[src/rtl/execute_stage_if.sv]
// -----------------------------------------------------------------------------
// execute_stage_if
// Bundle of the signals exchanged between the decode/issue side and the
// execute stage. The master drives instruction fields and pipe control. The
// slave (the execute stage) returns the stall request and the E/M register
// contents.
//   en, flush           : advance enable / bubble insert
//   alu_src, alu_ctrl   : operand-B select, ALU operation
//   src_a, rd2, imm     : operands and sign-extended byte offset
//   pc_e, write_data_e,
//   write_reg_e         : instruction context carried into M
//   alu_busy            : multiply in progress (combinational)
//   *_m                 : registered E/M fields
// -----------------------------------------------------------------------------
interface execute_stage_if;
  logic        en;
  logic        flush;
  logic        alu_src;
  logic [2:0]  alu_ctrl;
  logic [31:0] src_a;
  logic [31:0] rd2;
  logic [31:0] imm;
  logic [31:0] pc_e;
  logic [31:0] write_data_e;
  logic [4:0]  write_reg_e;
  logic        alu_busy;
  logic [31:0] alu_out_m;
  logic        zero_m;
  logic [31:0] target_m;
  logic [31:0] write_data_m;
  logic [4:0]  write_reg_m;
  logic [31:0] pc_m;

  modport master (
    output en, flush, alu_src, alu_ctrl, src_a, rd2, imm, pc_e,
           write_data_e, write_reg_e,
    input  alu_busy, alu_out_m, zero_m, target_m, write_data_m,
           write_reg_m, pc_m
  );

  modport slave (
    input  en, flush, alu_src, alu_ctrl, src_a, rd2, imm, pc_e,
           write_data_e, write_reg_e,
    output alu_busy, alu_out_m, zero_m, target_m, write_data_m,
           write_reg_m, pc_m
  );
endinterface

[src/rtl/execute_stage.sv]
// -----------------------------------------------------------------------------
// execute_stage
// Execute stage of the pipeline. It selects ALU operand B and evaluates the
// ALU operation. MUL is multi-cycle and stalls the pipe through alu_busy. The
// stage also forms the PC-relative target pc_e + imm, and the results are
// captured in the E/M register under stall (en / alu_busy) and flush control.
//   clk   : rising-edge clock
//   reset : synchronous, active-low; clears the E/M register and the MUL counter
//   bus   : execute_stage_if.slave (instruction fields in, E/M fields out)
// Parameter MUL_LAT (>=2): number of cycles a MUL occupies the stage.
// -----------------------------------------------------------------------------
module execute_stage #(
  parameter int MUL_LAT = 5
) (
  input  logic            clk,
  input  logic            reset,
  execute_stage_if.slave  bus
);

  localparam int CNT_W = $clog2(MUL_LAT);
  localparam logic [CNT_W-1:0] CNT_LAST = CNT_W'(MUL_LAT - 1);
  localparam logic [2:0] OP_MUL = 3'b111;

  function automatic logic [31:0] alu_eval(input logic [2:0]  ctrl,
                                           input logic [31:0] a,
                                           input logic [31:0] b);
    logic signed [31:0] sa;
    logic signed [31:0] sb;
    logic [31:0]        r;
    sa = a;
    sb = b;
    r  = '0;
    case (ctrl)
      3'b000:  r = a + b;
      3'b001:  r = a - b;
      3'b010:  r = a & b;
      3'b011:  r = a | b;
      3'b100:  r = a ^ b;
      3'b101:  r = {31'd0, (sa < sb)};
      3'b110:  r = a << b[4:0];
      default: r = a * b;  // low word only; operands are held stable while busy
    endcase
    return r;
  endfunction

  logic [CNT_W-1:0] cnt_q,          cnt_d;
  logic [31:0]      alu_out_q,      alu_out_d;
  logic             zero_q,         zero_d;
  logic [31:0]      target_q,       target_d;
  logic [31:0]      write_data_q,   write_data_d;
  logic [4:0]       write_reg_q,    write_reg_d;
  logic [31:0]      pc_q,           pc_d;

  logic [31:0] b_opnd;
  logic [31:0] result;
  logic        busy;
  logic        upd;

  always_comb begin
    b_opnd       = bus.alu_src ? bus.imm : bus.rd2;
    result       = alu_eval(bus.alu_ctrl, bus.src_a, b_opnd);
    busy         = (bus.alu_ctrl == OP_MUL) && (cnt_q != CNT_LAST);
    upd          = bus.en && !busy;

    // The counter runs only while busy. It parks at CNT_LAST until the E/M
    // register actually captures, so a stalled MUL result is not lost.
    cnt_d        = cnt_q;
    if (busy) begin
      cnt_d = cnt_q + CNT_W'(1);
    end else if (upd && (cnt_q == CNT_LAST)) begin
      cnt_d = '0;
    end

    alu_out_d    = alu_out_q;
    zero_d       = zero_q;
    target_d     = target_q;
    write_data_d = write_data_q;
    write_reg_d  = write_reg_q;
    pc_d         = pc_q;
    if (upd) begin
      if (bus.flush) begin
        // Bubble: write_reg 0 means no register write in later stages.
        alu_out_d    = '0;
        zero_d       = 1'b0;
        target_d     = '0;
        write_data_d = '0;
        write_reg_d  = '0;
        pc_d         = '0;
      end else begin
        alu_out_d    = result;
        zero_d       = (result == 32'd0);
        target_d     = bus.pc_e + bus.imm;
        write_data_d = bus.write_data_e;
        write_reg_d  = bus.write_reg_e;
        pc_d         = bus.pc_e;
      end
    end
  end

  // E/M register boundary
  always_ff @(posedge clk) begin
    if (!reset) begin
      cnt_q        <= '0;
      alu_out_q    <= '0;
      zero_q       <= 1'b0;
      target_q     <= '0;
      write_data_q <= '0;
      write_reg_q  <= '0;
      pc_q         <= '0;
    end else begin
      cnt_q        <= cnt_d;
      alu_out_q    <= alu_out_d;
      zero_q       <= zero_d;
      target_q     <= target_d;
      write_data_q <= write_data_d;
      write_reg_q  <= write_reg_d;
      pc_q         <= pc_d;
    end
  end

  assign bus.alu_busy     = busy;
  assign bus.alu_out_m    = alu_out_q;
  assign bus.zero_m       = zero_q;
  assign bus.target_m     = target_q;
  assign bus.write_data_m = write_data_q;
  assign bus.write_reg_m  = write_reg_q;
  assign bus.pc_m         = pc_q;

endmodule

[src/flat_wrapper.sv]
// flat-port wrapper written by rule: the top's interface ports become plain ports
module execute_stage_flat 
#(
  parameter int MUL_LAT = 5
)
  (clk, reset, bus_en, bus_flush, bus_alu_src, bus_alu_ctrl, bus_src_a, bus_rd2, bus_imm, bus_pc_e, bus_write_data_e, bus_write_reg_e, bus_alu_busy, bus_alu_out_m, bus_zero_m, bus_target_m, bus_write_data_m, bus_write_reg_m, bus_pc_m);
  execute_stage_if bus_i ();
  input  logic clk;
  input  logic reset;
  input wire logic [$bits(bus_i.en)-1:0] bus_en;
  input wire logic [$bits(bus_i.flush)-1:0] bus_flush;
  input wire logic [$bits(bus_i.alu_src)-1:0] bus_alu_src;
  input wire logic [$bits(bus_i.alu_ctrl)-1:0] bus_alu_ctrl;
  input wire logic [$bits(bus_i.src_a)-1:0] bus_src_a;
  input wire logic [$bits(bus_i.rd2)-1:0] bus_rd2;
  input wire logic [$bits(bus_i.imm)-1:0] bus_imm;
  input wire logic [$bits(bus_i.pc_e)-1:0] bus_pc_e;
  input wire logic [$bits(bus_i.write_data_e)-1:0] bus_write_data_e;
  input wire logic [$bits(bus_i.write_reg_e)-1:0] bus_write_reg_e;
  output wire logic [$bits(bus_i.alu_busy)-1:0] bus_alu_busy;
  output wire logic [$bits(bus_i.alu_out_m)-1:0] bus_alu_out_m;
  output wire logic [$bits(bus_i.zero_m)-1:0] bus_zero_m;
  output wire logic [$bits(bus_i.target_m)-1:0] bus_target_m;
  output wire logic [$bits(bus_i.write_data_m)-1:0] bus_write_data_m;
  output wire logic [$bits(bus_i.write_reg_m)-1:0] bus_write_reg_m;
  output wire logic [$bits(bus_i.pc_m)-1:0] bus_pc_m;
  assign bus_i.en = bus_en;
  assign bus_i.flush = bus_flush;
  assign bus_i.alu_src = bus_alu_src;
  assign bus_i.alu_ctrl = bus_alu_ctrl;
  assign bus_i.src_a = bus_src_a;
  assign bus_i.rd2 = bus_rd2;
  assign bus_i.imm = bus_imm;
  assign bus_i.pc_e = bus_pc_e;
  assign bus_i.write_data_e = bus_write_data_e;
  assign bus_i.write_reg_e = bus_write_reg_e;
  assign bus_alu_busy = bus_i.alu_busy;
  assign bus_alu_out_m = bus_i.alu_out_m;
  assign bus_zero_m = bus_i.zero_m;
  assign bus_target_m = bus_i.target_m;
  assign bus_write_data_m = bus_i.write_data_m;
  assign bus_write_reg_m = bus_i.write_reg_m;
  assign bus_pc_m = bus_i.pc_m;
  execute_stage #(.MUL_LAT(MUL_LAT)) u_core (.clk(clk), .reset(reset), .bus(bus_i));
endmodule
[config.mk]
export PLATFORM = sky130hd
export DESIGN_NAME = execute_stage_flat
export DESIGN_NICKNAME = d
export VERILOG_FILES = /design/src/rtl/execute_stage_if.sv /design/src/rtl/execute_stage.sv /design/src/flat_wrapper.sv
export SDC_FILE = /design/constraint.sdc
export NUM_CORES = 2
export LEC_CHECK = 0
export BUFFER_PORTS_ARGS = -buffer_cell sky130_fd_sc_hd__buf_2
export CAP_MARGIN = 40
export CORE_UTILIZATION = 50
export CTS_BUF_LIST = sky130_fd_sc_hd__clkbuf_8
export CTS_CLUSTER_SIZE = 12
export DETAILED_ROUTE_END_ITERATION = 16
export GPL_TIMING_DRIVEN = 0
export MAX_ROUTING_LAYER = met4
export PLACE_DENSITY_LB_ADDON = 0.05
export SYNTH_ARGS = -nofsm -noshare
export SYNTH_HDL_FRONTEND = slang
export SYNTH_SLANG_ARGS = --single-unit
[constraint.sdc]
create_clock -name clk -period 16.5 [get_ports clk]
set_input_delay 4.125 -clock clk [delete_from_list [all_inputs] [get_ports clk]]
set_output_delay 4.125 -clock clk [all_outputs]
set_load 0.02 [all_outputs]
Word level (Yosys, flattened, before mapping)
Cells that the tools add are included.
Widths: inputs -> output; s select.
- register bits: 137
- bits of input ports: 173
- $add $sub $neg: 4
- multiply operators: 1
- order comparisons: 1
- equal/unequal tests: 9
- shift-type cells: 1
- muxes and demuxes: 10
- bitwise logic cells: 3
- reductions and logical operators: 7
- operator list (kind ; count):
    $pmux 32 s7 ; 1
    $mux 32 ; 5
    $add 32x32->32 ; 2
    $and 32x32->32 ; 1
    $logic_not 32->1 ; 1
    $lt 32x32->1 ; 1
    $mul 32x32->32 ; 1
    $or 32x32->32 ; 1
    $shl 32x5->32 ; 1
    $sub 32x32->32 ; 1
    $xor 32x32->32 ; 1
    $eq 3x3->1 const B ; 5
    $eq 3x2->1 const B ; 2
    $mux 3 ; 2
    $mux 5 ; 1
    $add 3x1->3 const B ; 1
    $eq 3x1->1 const B ; 1
    $logic_and 1x1->1 ; 3
    $logic_not 3->1 ; 1
    $ne 3x3->1 const B ; 1
    $reduce_bool 2->1 ; 1
    $logic_not 1->1 ; 1
    $mux 1 ; 1

Logic depth before layout (Yosys ltp)
- depth after elaboration: 7
- mapped depth: 34

Worst setup path after synthesis
No wires, ideal clock.
- path kind: input to register
- start: input port bus_alu_src
- end: register u_core.zero_q (netlist: u_core.bus.zero_m)
- library setup time: 87 ps
- arrival time: 12817 ps
- path slack: 3596 ps
- stages: 33
- path buffers: 6
- cell sequence: buf_6 > buf_4 > mux2i_4 > clkbuf_1 > clkbuf_1 > clkbuf_1 > nor2_1 > fa_1 > inv_1 > fa_1 > fa_1 > fa_1 > inv_1 > fa_1 > inv_1 > fa_1 > inv_1 > fa_1 > fa_1 > ha_1 > clkbuf_1 > a21o_1 > a21o_1 > a2111o_1 > nand2_1 > nor2_1 > o21ai_0 > nand4_1 > a211o_1 > or4_1 > nor4_1 > nand4_1 > o31ai_1
- cells in the longest elaborated chain, start to end: 5
- elaborated cells between the ends (all ways): 12
- those cells by class: add/sub (2); mul (1); order compare (1); shift (1); mux (3); bitwise (3); reduce/logical (1)
- RTL lines (what ; RTL line ; text):
    start: declaration ; flat_wrapper.sv:12 ; input wire logic [$bits(bus_i.alu_src)-1:0] bus_alu_src;
    $mux 32 * ; execute_stage.sv:60 ; b_opnd = bus.alu_src ? bus.imm : bus.rd2;
    $mul 32x32->32 (tied with other cells) ; execute_stage.sv:41 ; default: r = a * b;
    $pmux 32 s7 * ; execute_stage.sv:33 ; case (ctrl)
    $logic_not 32->1 * ; execute_stage.sv:91 ; zero_d = (result == 32'd0);
    $mux 1 * ; execute_stage.sv:81 ; if (bus.flush) begin
    end signal: assignment ; execute_stage.sv:113 ; zero_q <= zero_d;
    end: declaration ; execute_stage.sv:48 ; logic zero_q, zero_d;
Mark *: on every way between the ends. The rest lies on a longest branch, timed or not.
A chain may end at the register's enable or synchronous reset.

Final worst setup path
Ends and elaborated chain as after synthesis.

==> flow_metrics.env <==
export IMPL_status="finished, final reports clean"
export IMPL_synthTopCellsByArea="fa_1, ha_1, dfxtp_1, nor2_1, inv_1"
export IMPL_async_flop_share_pct=0
export IMPL_fp_dieW_um=242
export IMPL_post_synth_top_count_cell="nor2_1"
export IMPL_cts_inserted_buffers=17
export IMPL_clock_latency_ps=470
export IMPL_critPathArrivalTime_ps=15530
export IMPL_end_kind="flop"
export IMPL_tns_ps=0
export IMPL_path_clk_slew_ps=100
export IMPL_postCtsResizedCells=0
export IMPL_fmax_ghz=0.0661
export IMPL_cts_root_buf="clkbuf_8"
export IMPL_synth_main_ff_cell="dfxtp_1"
export IMPL_synth_edf_count=0
export IMPL_synth_area_um2=28900
export IMPL_cap_violations=0
export IMPL_port_buffers=305
export IMPL_dr_pass1_iters=9
export IMPL_fp_dieH_um=242
export IMPL_period_share_pct=91.7
export IMPL_num_rows=87
export IMPL_synth_top_cells_by_count="nor2_1, inv_1, fa_1, nand2_1, ha_1"
export IMPL_path_max_fanout=10
export IMPL_core_area_um2=56700
export IMPL_ys_seq_area_share_pct=9.50
export IMPL_yosys_area_top_type="fa_1"
export IMPL_grt_overflow=0
export IMPL_syn_nets=4422
export IMPL_startpoint_type="input pin"
export IMPL_vias_per_cell=6.17
export IMPL_drt_iter0_drc=3400
export IMPL_hpwl_mm=110
export IMPL_rsz0062_at_grt="no"
export IMPL_setup_violations=0
export IMPL_crit_slowest_cell="clkbuf_1"
export IMPL_fillers=5521
export IMPL_cts_tree="built"
export IMPL_htreeDepth=4
export IMPL_slew_violations=0
export IMPL_grt_max_degree=17
export IMPL_antenna_found_initial=3
export IMPL_grt_pass1_wl_mm=190
export IMPL_die_area_um2=58700
export IMPL_track_usage_pct=45.7
export IMPL_grt_pass1_vias=28300
export IMPL_routed_wl_mm=131
export IMPL_worst_pin_slew_ps=990
export IMPL_ys_warn_count=0
export IMPL_ant_nets=0
export IMPL_ios=308
export IMPL_place_gp_congestion=1.10
export IMPL_start_util_pct=50.9
export IMPL_hold_buffers=0
export IMPL_area_delta_synth_final_pct=12.7
export IMPL_syn_inst=3584
export IMPL_hold_violations=0
export IMPL_nets=4804
export IMPL_cts_setup_buffers=0
export IMPL_wl_per_cell_um=27.6
export IMPL_ys_ff_latch=137
export IMPL_cts_sinks=137
export IMPL_period_needed_ps=15130
export IMPL_yosysTopAreaCellShare_pct=28.5
export IMPL_path_class="input pin to flop"
export IMPL_critPathMostFrequentCell="fa_1"
export IMPL_drcViolationCount=0
export IMPL_skew_ps=17.6
export IMPL_synth_cell_type_count=84
export IMPL_drive_gt1_share_pct=12.2
export IMPL_slew_headroom_pct=34.0
export IMPL_hp_class="flop to flop"
export IMPL_crit_path_max_incr_delay_ps=700
export IMPL_clockBufferDepth=2
export IMPL_critPathRequiredTime_ps=16890
export IMPL_via_count=29300
export IMPL_syn_area_per_cell_um2=8.05
-- flip-flops by register name, summed over array words and instances (netlist names) --
signal,flops
u_core.cnt_q,3
u_core.bus.zero_m,1
u_core.bus.target_m,32
u_core.bus.pc_m,32
u_core.bus.write_reg_m,5
u_core.bus.alu_out_m,32
u_core.bus.write_data_m,32
-- layout make-up --
| type | instances | area [µm²] | share of cell area (%) |
|---|---|---|---|
| clock inverter | 14 | 163 | 0.500 |
| clock buffer | 18 | 248 | 0.762 |
| timing repair buffer | 363 | 2240 | 6.89 |
| buffer | 210 | 835 | 2.57 |
| multi-input combinational | 2748 | 23500 | 72.3 |
| inverter | 489 | 1840 | 5.65 |
| antenna | 4 | 10.0 | 0.0308 |
| sequential | 137 | 2740 | 8.43 |
| tap | 756 | 946 | 2.91 |
-- routing by layer --
metal / track usage, % / vias up / wire length, µm
met2: 63.2 / 2024 / 53400
met5: - / - / 0
met1: 59.8 / 14300 / 51300
met3: 15.1 / 388 / 17900
met4: 21.6 / 0 / 8160
li1: - / 12600 / -
-- logic make-up after synthesis --
logic type      after synthesis  share of synthesized area [%]
xor+xnor                    124                           3.76
mux                          92                           4.35
flops                       137                           9.50
simple gates               1189                           18.2
buf+inv                     699                           9.26
fa+ha+maj                   665                           39.5
compound gates              678                           15.4
-- layout by cell type (no fill, tap or decap), drive strengths merged, types with 15 or more instances in the layout --
master and n:
nor3b 75, mux4 23, o31ai 15, fa 411, a22oi 49, nand3 37
nand2b 25, nor2b 15, clkbuf 199, mux2i 61, inv 489, a31oi 22
dfxtp 137, nor2 556, a21oi 232, nand4 16, a211oi 26, o21a 17
xnor2 95, o21ai 99, nor3 39, xor2 29, and3 21, a21o 42
buf 392, a2bb2oi 15, ha 254, nand2 337, or3 17
-- path summary, 6_finish.rpt --
path | from | endpoint | slack [ps] | depth (start not counted)
worst max-delay path | bus_alu_src | u_core.bus.zero_m$_SDFFE_PN0P_ | 1370 | 30
worst min-delay path | u_core.bus.alu_out_m[16]$_SDFFE_PN0P_ | u_core.bus.alu_out_m[16]$_SDFFE_PN0P_ | 450 | 2
worst max register to register | u_core.cnt_q[0]$_SDFFE_PN0P_ | u_core.bus.zero_m$_SDFFE_PN0P_ | 11620 | 14
worst min register to register | u_core.bus.alu_out_m[16]$_SDFFE_PN0P_ | u_core.bus.alu_out_m[16]$_SDFFE_PN0P_ | 450 | 2
-- per-stage QoR --
| step | util [%] | instance area, µm² | hold WS (ps) | std cells | setup slack (ps) |
|---|---|---|---|---|---|
| 6_report | 57.3 | 32500 | 454 | 4739 | 1370 |
| 5_1_grt | 57.3 | 32500 | 472 | 4739 | 1310 |
| 4_1_cts | 57.3 | 32500 | 453 | 4734 | 1770 |
| 3_5_place_dp | 56.6 | 32100 | 434 | 4702 | 1290 |
| 3_3_place_gp | 55.3 | 31300 | 432 | 4645 | 1300 |
| 2_1_floorplan | - | 28900 | 492 | 3584 | 3600 |
-- critical path, delay by kind of cell --
family | cells | cell delay (ps)
AOI/OAI and AO/OA | 6 | 2030
and+or+nand+nor | 7 | 2380
adders and majority gates | 9 | 3980
buffers and inverters | 7 | 2400
muxes | 1 | 570
Power is not shown: default switching activity piles up to over one toggle a cycle in this logic, so the estimate is an artifact.
